[src/rtl/bcd_pkg.sv]
// Shared constants and helpers for the BCD counter slice.
package bcd_pkg;

  localparam int          BCD_W    = 4;
  localparam logic [3:0]  BCD_MAX  = 4'd9;
  localparam logic [3:0]  BCD_ZERO = 4'd0;

  function automatic logic is_bcd_valid(input logic [BCD_W-1:0] nibble);
    return (nibble <= BCD_MAX);
  endfunction

endpackage

[src/rtl/bcd_digit.sv]
// One BCD digit: load, increment/decrement with wrap, terminal-value flag.
module bcd_digit
  import bcd_pkg::*;
(
  input  logic             clk_i,
  input  logic             clr_i,
  input  logic             up_i,
  input  logic             en_i,
  input  logic             load_i,
  input  logic [BCD_W-1:0] load_val_i,
  output logic [BCD_W-1:0] q_o,
  output logic             tc_o
);

  logic [BCD_W-1:0] q_q, q_d;

  // tc is the exact terminal digit (9 up, 0 down), used for CARRY_OUT and saturation
  assign tc_o = up_i ? (q_q == BCD_MAX) : (q_q == BCD_ZERO);
  assign q_o  = q_q;

  // Out-of-range nibbles behave like 9 when counting up and decrement plainly when counting down
  always_comb begin
    q_d = q_q;
    if (load_i) begin
      q_d = load_val_i;
    end else if (en_i) begin
      if (up_i) begin
        q_d = (q_q >= BCD_MAX) ? BCD_ZERO : q_q + 4'd1;
      end else begin
        q_d = (q_q == BCD_ZERO) ? BCD_MAX : q_q - 4'd1;
      end
    end
  end

  always_ff @(posedge clk_i) begin
    if (clr_i) q_q <= BCD_ZERO;
    else       q_q <= q_d;
  end

endmodule

[src/rtl/bcd_updown_counter.sv]
// Multi-digit BCD up/down counter with load, wrap/saturate and cascade flag.
// Define BCD_COUNTER_LOAD_CHECK_EN to clamp non-BCD load nibbles and add load_err_o.
module bcd_updown_counter
  import bcd_pkg::*;
#(
  parameter int DIGITS   = 4,
  parameter bit SATURATE = 1'b0
) (
  input  logic                  clk_i,
  input  logic                  clear_i,
  input  logic                  enable_i,
  input  logic                  up_i,
  input  logic                  load_i,
  input  logic [4*DIGITS-1:0]   load_value_i,
  output logic [4*DIGITS-1:0]   bcd_o,
  output logic                  carry_out_o,
`ifdef BCD_COUNTER_LOAD_CHECK_EN
  output logic                  load_err_o,
`endif
  output logic                  zero_o
);

  logic [DIGITS-1:0]   en_chain;
  logic [DIGITS-1:0]   tc;
  logic [DIGITS-1:0]   dig_zero;
  logic [4*DIGITS-1:0] load_val;
  logic                all_tc;
  logic                sat_hold;

  assign all_tc      = &tc;
  assign sat_hold    = SATURATE & all_tc;
  assign carry_out_o = enable_i & ~load_i & ~clear_i & all_tc;
  assign zero_o      = &dig_zero;
  assign en_chain[0] = enable_i & ~load_i & ~sat_hold;

`ifdef BCD_COUNTER_LOAD_CHECK_EN
  logic [DIGITS-1:0] nib_bad;
  logic              load_err_q;

  always_comb begin
    load_val = load_value_i;
    nib_bad  = '0;
    for (int k = 0; k < DIGITS; k++) begin
      if (!is_bcd_valid(load_value_i[4*k +: 4])) begin
        nib_bad[k]        = 1'b1;
        load_val[4*k +: 4] = BCD_MAX;
      end
    end
  end

  always_ff @(posedge clk_i) begin
    if (clear_i) load_err_q <= 1'b0;
    else         load_err_q <= load_i & (|nib_bad);
  end

  assign load_err_o = load_err_q;
`else
  assign load_val = load_value_i;
`endif

  for (genvar k = 0; k < DIGITS; k++) begin : g_digit
    logic [BCD_W-1:0] q;

    bcd_digit u_digit (
      .clk_i      (clk_i),
      .clr_i      (clear_i),
      .up_i       (up_i),
      .en_i       (en_chain[k]),
      .load_i     (load_i),
      .load_val_i (load_val[4*k +: 4]),
      .q_o        (q),
      .tc_o       (tc[k])
    );

    assign bcd_o[4*k +: 4] = q;
    assign dig_zero[k]     = (q == BCD_ZERO);

    // Ripple uses >=9 going up so an out-of-range digit still carries
    if (k > 0) begin : g_ripple
      assign en_chain[k] = en_chain[k-1] &
                           (up_i ? (g_digit[k-1].q >= BCD_MAX)
                                 : (g_digit[k-1].q == BCD_ZERO));
    end
  end

endmodule

[config.mk]
export PLATFORM = sky130hd
export DESIGN_NAME = bcd_updown_counter
export DESIGN_NICKNAME = d
export VERILOG_FILES = /design/src/rtl/bcd_pkg.sv /design/src/rtl/bcd_digit.sv /design/src/rtl/bcd_updown_counter.sv
export SDC_FILE = /design/constraint.sdc
export NUM_CORES = 1
export LEC_CHECK = 0
export CORE_MARGIN = 2
export CORE_UTILIZATION = 50
export CTS_BUF_LIST = sky130_fd_sc_hd__clkbuf_16
export CTS_CLUSTER_DIAMETER = 60
export DETAILED_ROUTE_END_ITERATION = 6
export DONT_BUFFER_PORTS = 1
export GPL_TIMING_DRIVEN = 0
export MAX_ROUTING_LAYER = met4
export PLACE_DENSITY = 0.77
export SYNTH_ARGS = -nofsm -noshare
export SYNTH_HDL_FRONTEND = slang
export SYNTH_SLANG_ARGS = --single-unit
[constraint.sdc]
create_clock -name clk_i -period 2.1 [get_ports clk_i]
set_clock_uncertainty 0.15 [all_clocks]
set_input_delay 0.525 -clock clk_i [delete_from_list [all_inputs] [get_ports clk_i]]
set_output_delay 0.525 -clock clk_i [all_outputs]
set_load 0.01 [all_outputs]
Word-level counts from Yosys, hierarchy flattened

Cells that the tools add are included.

Equality and inequality tests: 4
$lt $le $gt $ge: 4
Bitwise logic cells: 8
Mux-type cells: 27
Add/subtract/negate cells: 8
Reduce and logical (&&, ||, !) cells: 10

Operators by type and width:

| operator            | count |
|---|---|
| $mux 4              | 20 |
| $add 4x1->4 const B | 4 |
| $eq 4x4->1 const B  | 4 |
| $ge 4x4->1 const B  | 4 |
| $logic_not 4->1     | 4 |
| $sub 4x1->4 const B | 4 |
| $reduce_and 4->1    | 2 |
| $reduce_bool 2->1   | 4 |
| $mux 1              | 7 |
| $and 1x1->1         | 6 |
| $not 1->1           | 2 |

Bits of input ports: 21
Bits in registers: 16
Output and inout bits: 18
Word-level logic and storage cells: 65

Logic depth before layout (Yosys ltp)

Gate-level depths: netlist of run 1.

Depth in word-level cells: 7
Gate-level depth with buffers: 8
Gate-level depth less buffers: 7

Cells and area by module

A second synthesis of run 1 with hierarchy kept.

Cells, all modules: 247
Area total of the unflattened synthesis: 1916.8 sq um

By module, submodules not included:

| module             | sequential area each (sq um) | cells an instance | times used | area an instance (sq um) |
|---|---|---|---|---|
| bcd_digit          | 80.1                         | 56                | 4          | 437.9 |
| bcd_updown_counter | 0.0                          | 23                | 1          | 165.2 |

Worst setup path before layout of run 1

OpenSTA, ideal clock, no wires.

Path kind: input to output
Start point: input up_i
End point: output carry_out_o
Setup slack: -0.464 ns
Arrival: 1.889 ns
Path buffers: 3
Stages: 7
Data required time: 1.425 ns
Path through: buf_4 -> buf_2 -> buf_2 -> nand2_1 -> nor4_1 -> a22oi_1 -> nor4b_1

Cells in the longest elaborated chain, start to end: 3
Elaborated cells on any way between the ends: 6
Those cells by class: mux: 4; bitwise: 1; reduce/logical: 1

Ends and longest elaborated chain:

| what               | RTL line                 | RTL |
|---|---|---|
| start, declared    | bcd_updown_counter.sv:12 | `input logic up_i,` |
| $mux 1             | bcd_digit.sv:18          | `assign tc_o = up_i ? (q_q == BCD_MAX) : (q_q == BCD_ZERO);` |
| $reduce_and 4->1 * | bcd_updown_counter.sv:30 | `assign all_tc = &tc;` |
| $and 1x1->1 *      | bcd_updown_counter.sv:32 | `assign carry_out_o = enable_i & ~load_i & ~clear_i & all_tc;` |
| end, declared      | bcd_updown_counter.sv:16 | `output logic carry_out_o,` |

Mark *: on every way between the ends. The rest lies on a longest branch, timed or not.

Worst setup path after layout of run 1

Start point: register g_digit[2].u_digit.q_q[1]
End point: output carry_out_o

Cells in the longest elaborated chain, start to end: 4
Elaborated cells on any way between the ends: 5
Those cells by class: eq/ne: 1; mux: 1; bitwise: 1; reduce/logical: 2

Ends and longest elaborated chain:

| what                                                 | RTL line                 | RTL |
|---|---|---|
| start, declared                                      | bcd_digit.sv:15          | `logic [BCD_W-1:0] q_q, q_d;` |
| start signal, assigned                               | bcd_digit.sv:37          | `else q_q <= q_d;` |
| $eq 4x4->1 / $logic_not 4->1 (equally long branches) | bcd_digit.sv:18          |  |
| $mux 1 *                                             | bcd_digit.sv:18          |  |
| $reduce_and 4->1 *                                   | bcd_updown_counter.sv:30 |  |
| $and 1x1->1 *                                        | bcd_updown_counter.sv:32 |  |

Marks and branches as above.

==> results of run 1 <==
## power by group through the flow
| stage | registers [mW] | clock network [mW] | logic (mW) |
|---|---|---|---|
| global placement | 0.394 | 0 | 0.387 |
| detailed placement | 0.396 | 0 | 0.392 |
| global route | 0.400 | 0.408 | 0.669 |
| CTS | 0.390 | 0.395 | 0.485 |
| floorplan | 0.383 | 0 | 0.326 |
| finish | 0.393 | 0.394 | 0.625 |
## path summary, 6_finish.rpt
path / end / slack [ns] / cells after the start
hold / removal: g_digit[2].u_digit.q_o[1] / 0.27 / 2
hold reg to reg: g_digit[3].u_digit.q_o[1] / 0.38 / 2
setup reg to reg: g_digit[2].u_digit.q_o[2] / -0.14 / 9
setup / recovery: carry_out_o / -0.34 / 7
## critical path: stages (launching register included)
cell and delay, ns:
dfxtp_4 0.38, inv_2 0.10, ha_4 0.15, nand2b_1 0.09, nor2_2 0.14, and4_4 0.28
a22oi_2 0.08, nor4b_4 0.28
## layout make-up
cell class | instances | share of cell area
Clock inverter | 1 | 0.001490
Multi-Input combinational cell | 169 | 0.6216
Sequential cell | 16 | 0.1395
Tap cell | 46 | 0.02284
Buffer | 16 | 0.04916
Clock buffer | 3 | 0.02979
Inverter | 18 | 0.03376
Timing Repair Buffer | 27 | 0.1018
## logic make-up after synthesis
kind of cell | synth area share
adders and majority gates | 0.1157
AOI/OAI and AO/OA | 0.3218
and+or+nand+nor | 0.2675
DFF | 0.1851
buffers and inverters | 0.08821
xor gates and xnor gates | 0.01012
muxes | 0.01157
## cell usage after synthesis (3+ instances only)
cell type,number
a211o_1,3
o31ai_1,3
a221oi_1,5
nor2b_1,3
o21ba_2,3
a311oi_1,3
clkbuf_1,7
nand2_1,14
dfxtp_1,16
a21oi_1,10
nand2b_1,7
nor2_1,21
nor3b_2,3
inv_1,17
nor3_1,8
a211oi_1,3
a2111oi_0,3
a31oi_1,5
buf_2,5
o21ai_0,7
ha_1,16
## routing by layer
| metal | GRT usage | part of all wire | wire [µm] | vias to the layer above |
|---|---|---|---|---|
| li1 | - | - | - | 878 |
| met1 | 0.3465 | 0.40 | 2297 | 901 |
| met2 | 0.4624 | 0.50 | 2895 | 103 |
| met3 | 0.07207 | 0.085 | 495 | 14 |
| met4 | 0.08889 | 0.022 | 126 | 0 |
| met5 | - | 0 | 0 | - |
## layout by cell type (no fill, tap or decap), types with 4 or more instances in the layout
cell type | netlist | final
dfxtp_1 | 16 | 7
inv_4 | 0 | 7
ha_4 | 0 | 7
a31oi_1 | 5 | 5
inv_1 | 17 | 9
nand2b_1 | 7 | 7
nand2_1 | 14 | 10
a21oi_2 | 1 | 4
dfxtp_4 | 0 | 8
nor3b_4 | 0 | 5
a21oi_1 | 10 | 5
o21ai_0 | 7 | 6
nor2_1 | 21 | 20
ha_1 | 16 | 9
nor3_1 | 8 | 8
nand2_2 | 0 | 4
a221oi_2 | 1 | 4
buf_4 | 1 | 12
buf_6 | 2 | 16
## repair_timing
action,4_1_cts,5_1_grt
hold buffers,0,0
gates resized for setup,43,50
pin swaps,15,19
setup endpoints to repair,11,16
buffers inserted,19,9
==> reports/qor.yml, run 1 <==
grt_pass1_vias: 1819
synth_top_area_frac: 0.1851
first_iter_violations: 222
run_status: "complete, but fails checks"
drive_gt1_frac: 0.4440
maxSlewHeadroom: 0.4722
grt_usage: 0.2847
setup.worst_path.start_class: "flip-flop"
setup_viol: 11
multiInputGateArea_mm2: 0.001567
instances_no_fill: 296
final-hold-violation-count: 0
num_antenna_cells: 0
crit_path_end_kind: "output port"
netSwitchingFraction: 0.3667
htreeDepth: 1
final_area_mm2: 0.002520
dp_cells: 265
timing.rr.start: "g_digit[1].u_digit.q_o[0]"
holdCritStartpoint: "load_value_i[9]"
synth_area_mm2: 0.001730
startpoint: "g_digit[2].u_digit.q_o[1]"
grt_pass1_wl_mm: 8.852
synth.ff_latch_count: 16
finalNetCount: 288
seqCellArea_um2: 351.6
combPwrFrac: 0.443
io_buffers: 0
setup_slack_ns: -0.3440
syn_inst: 219
drt-total-wl_mm: 5.815
clock-sinks: 16
drv_slew: 0
drc: 0
clockBufferDepth: 2
rsz0062_at_grt: "yes"
cts_root_buffer: "clkbuf_16"
yosysTopAreaCell: "dfxtp_1"
syn2layout_area_growth_pct: 45.63
fin_util: 0.7552
min_period_ns: 2.444
grt_overflow: 0
ys_seq_area_frac: 0.1851
p_per_area_mw_per_mm2: 560.4
via_per_inst: 6.405
ys.warnings.count: 0
ir_drop_mv: 0.4378
crit_arrival_ns: 1.77
grt_max_degree: 11
async_flop_share: 0
syn_area_per_cell_um2: 7.901
drv_cap: 0
clk_pin_slew_worst_paths_ns: 0.06
synth_cell_types: 64
power.total_mw: 1.412
gp_congestion: 0.8770
die_w_um: 62.83
drt_first_pass_iters: 4
row_count: 21
wl_per_cell_um: 19.65
core-area_mm2: 0.003337
holdWs_ns: 0.2685
ant_nets: 0
antenna_found_initial: 0
fp.dieH_um: 62.83
syn-num-nets: 256
start_util: 0.5186
power_frac_seq: 0.278
setup_tns_ns: -1.124
min_period_over_period: 1.164
p_sw_mw: 0.5178
cts_made_buffers: 3
vias: 1896
largest_reg_flops: 16
violations: "setup timing"
p_leak_nw: 0.9570
internal_power_mw: 0.8942
path_class: "flip-flop to output port"
dpl.hpwl_mm: 3.239
fillCellCount: 226
placed_cell_area_mm2: 0.001866
io_pins: 39
fmax_mhz: 409.2
die_area_mm2: 0.003948
crit_path_max_fanout: 7
cts_tree: "yes"
required_ns: 1.42
synth_edf_count: 0
clock_latency_ns: 0.25
yosys_most_used_dff: "dfxtp_1"
p_clk_frac: 0.279
synthTopCellsByArea: "dfxtp_1, ha_1, nor2_1, inv_1, nand2_1"
pre_cts_slack_ns: -0.3061
hold_class: "input port to flip-flop"
worst_slew_pin_slew_ns: 0.7917
No activity file was read; power rests on OpenSTA's default activity.
==> run 2: changes to the inputs <==
--- a/config.mk
+++ b/config.mk
@@ -6,14 +6,14 @@
 export NUM_CORES = 1
 export LEC_CHECK = 0
 export CORE_MARGIN = 2
-export CORE_UTILIZATION = 50
+export CORE_UTILIZATION = 45
 export CTS_BUF_LIST = sky130_fd_sc_hd__clkbuf_16
 export CTS_CLUSTER_DIAMETER = 60
 export DETAILED_ROUTE_END_ITERATION = 6
 export DONT_BUFFER_PORTS = 1
 export GPL_TIMING_DRIVEN = 0
 export MAX_ROUTING_LAYER = met4
-export PLACE_DENSITY = 0.77
+export PLACE_DENSITY = 0.71
 export SYNTH_ARGS = -nofsm -noshare
 export SYNTH_HDL_FRONTEND = slang
 export SYNTH_SLANG_ARGS = --single-unit
==> reports/qor.yml, run 2 (synthesis gave the netlist of run 1 again) <==
drt-total-wl_mm: 5.584  # was 5.815 mm
fin_util: 0.6557  # was 0.7552
vias: 1843  # was 1896
largest_reg_flops: 16  # unchanged
power.total_mw: 1.356  # was 1.412 mW
clk_pin_slew_worst_paths_ns: 0.06  # about the same
placed_cell_area_mm2: 0.001868  # was 0.001866 mm²
critPathCapture: "carry_out_o"  # unchanged
hold_class: "input port to flip-flop"  # unchanged
grt_usage: 0.2668  # was 0.2847
cts_tree: "yes"  # unchanged
path_depth: 6  # was 7
crit_path_end_kind: "output port"  # unchanged
cts_root_buffer: "clkbuf_16"  # unchanged
ant_nets: 0  # unchanged
p_per_area_mw_per_mm2: 560.6  # was 560.4 mW/mm²
via_per_inst: 6.312  # was 6.405
reg2reg_slack_ns: -0.09  # was -0.14 ns
regToRegEndpoint: "g_digit[3].u_digit.q_o[0]"  # was g_digit[2].u_digit.q_o[2]
crit_arrival_ns: 1.73  # was 1.77 ns
multiInputGateArea_mm2: 0.001544  # was 0.001567 mm²
die_w_um: 66.01  # was 62.83 µm
grt_max_degree: 11  # unchanged
start_util: 0.4691  # was 0.5186
ir_drop_mv: 0.4400  # was 0.4378 mV
drc: 0  # unchanged
grt_overflow: 0  # unchanged
critPathTopFamily: "simple AND/OR/NAND/NOR gates"  # unchanged
rr_worst_depth: 7  # was 9
timing.rr.start: "g_digit[1].u_digit.q_o[1]"  # was g_digit[1].u_digit.q_o[0]
worst_slew_pin_slew_ns: 0.6971  # was 0.7917 ns
min_period_over_period: 1.146  # was 1.164
io_buffers: 0  # unchanged
drive_gt1_frac: 0.3975  # was 0.4440
hold_buffers: 0  # unchanged
final_area_mm2: 0.002419  # was 0.002520 mm²
fp.dieH_um: 66.01  # was 62.83 µm
drv_cap: 0  # unchanged
dpl.hpwl_mm: 3.303  # was 3.239 mm
syn2layout_area_growth_pct: 39.77  # was 45.63%
violations: "setup timing"  # unchanged
final_common_cell: "nor2_1"  # unchanged
num_antenna_cells: 0  # unchanged
setup_viol: 7  # was 11
crit_path_max_fanout: 6  # was 7
io_pins: 39  # unchanged
setup_tns_ns: -0.6534  # was -1.124 ns
wl_per_cell_um: 19.12  # was 19.65 µm
grt_pass1_wl_mm: 8.797  # was 8.852 mm
met3_usage: 0.07325  # was 0.07207
antenna_found_initial: 0  # unchanged
finalNetCount: 282  # was 288
max_stage_delay_ns: 0.39  # was 0.38 ns
run_status: "complete, but fails checks"  # unchanged
crit_chain: "inv_4 > ha_4 > nor3b_4 > and4_4 > a22oi_2 > nor4b_4"  # was inv_2 > ha_4 > nand2b_1 > nor2_2 > and4_4 > a22oi_2 > nor4b_4
startpoint: "g_digit[0].u_digit.q_o[0]"  # was g_digit[2].u_digit.q_o[1]
core-area_mm2: 0.003689  # was 0.003337 mm²
drt_first_pass_iters: 4  # unchanged
cts_made_buffers: 3  # unchanged
grt_pass1_vias: 1779  # was 1819
setup_slack_ns: -0.3065  # was -0.3440 ns
final-hold-violation-count: 0  # unchanged
maxSlewHeadroom: 0.5353  # was 0.4722
grtUsageMet1: 0.3426  # was 0.3465
mostFrequentLayoutCells: "nor2_1, buf_4, nand2_1"  # was nor2_1, buf_6, buf_4
htreeDepth: 1  # unchanged
rsz0062_at_grt: "yes"  # unchanged
required_ns: 1.42  # about the same
clock-sinks: 16  # unchanged
die_area_mm2: 0.004357  # was 0.003948 mm²
seqCellArea_um2: 352.8  # was 351.6 µm²
first_iter_violations: 192  # was 222
gp_congestion: 0.8563  # was 0.8770
p_leak_nw: 0.8982  # was 0.9570 nW
grt-busiest-layer: "met2"  # unchanged
drv_slew: 0  # unchanged
clock_latency_ns: 0.25  # about the same
fmax_mhz: 415.5  # was 409.2 MHz
min_period_ns: 2.407  # was 2.444 ns
path_class: "flip-flop to output port"  # unchanged
clockBufferDepth: 2  # unchanged
slowest_stage: "dfxtp_4"  # unchanged
setup.worst_path.start_class: "flip-flop"  # unchanged
row_count: 22  # was 21
cp_num_buf_inv: 1  # unchanged
fillCellCount: 306  # was 226
use_met2: 0.4268  # was 0.4624
## run 2: cell types whose count changed in the layout (fill, tap and decap cells not counted), moves of 2 or more
cell / previous run / this run
a21oi_2: 4 / 2
buf_4: 12 / 15
buf_6: 16 / 6
nand2_1: 10 / 13
nand2_2: 4 / 1
clkbuf_2: 3 / 1
a21oi_1: 5 / 8
## run 2: through the flow
step | worst slack, ns | instances | hold WS [ns]
floorplan | -0.1196 | 219 | 0.3557
global placement | -0.3191 | 267 | 0.3799
detailed placement | -0.3359 | 267 | 0.3837
CTS | -0.2848 | 290 | 0.2577
global route | -0.3847 | 292 | 0.2627
finish | -0.3065 | 292 | 0.2592
## run 2: report_power, final
| group | internal, mW | total, mW | switching (mW) |
|---|---|---|---|
| Clock | 0.254 | 0.391 | 0.138 |
| Combinational | 0.277 | 0.570 | 0.293 |
| Sequential | 0.330 | 0.394 | 0.0640 |
| Total | 0.861 | 1.36 | 0.495 |
## run 2: layer usage
| metal | routed length (µm) | part of all wire |
|---|---|---|
| met1 | 2301 | 0.41 |
| met2 | 2830 | 0.51 |
| met3 | 399 | 0.071 |
| met4 | 53 | 0.0095 |
| met5 | 0 | 0 |
## run 2: what timing repair did
| item | 4_1_cts | 5_1_grt |
|---|---|---|
| setup buffers | 19 | 2 |
| pin swaps | 16 | 14 |
| gates resized for setup | 40 | 37 |
| endpoints found under the hold margin | 0 | 0 |
| setup endpoints to repair | 11 | 15 |
## run 2: worst min-delay path by stage
stage	start	endpoint	slack [ns]	depth (start not counted)
4_1_cts	load_value_i[9]	g_digit[2].u_digit.q_o[1]	0.26	2
5_1_grt	load_value_i[9]	g_digit[2].u_digit.q_o[1]	0.26	2
3_3_place_gp	g_digit[1].u_digit.q_o[0]	g_digit[1].u_digit.q_o[0]	0.38	2
3_5_place_dp	g_digit[1].u_digit.q_o[0]	g_digit[1].u_digit.q_o[0]	0.38	2
6_report	load_value_i[9]	g_digit[2].u_digit.q_o[1]	0.26	2
2_1_floorplan	g_digit[1].u_digit.q_o[0]	g_digit[1].u_digit.q_o[0]	0.36	2
## run 2: area by class of cell
cell class,instances,share of cell area
buffer,16,0.05173
clock buffer,3,0.03104
clock inverter,1,0.001552
inverter,18,0.03621
multi-input combinational,169,0.6384
sequential,16,0.1459
tap,48,0.02483
timing repair buffer,21,0.07036
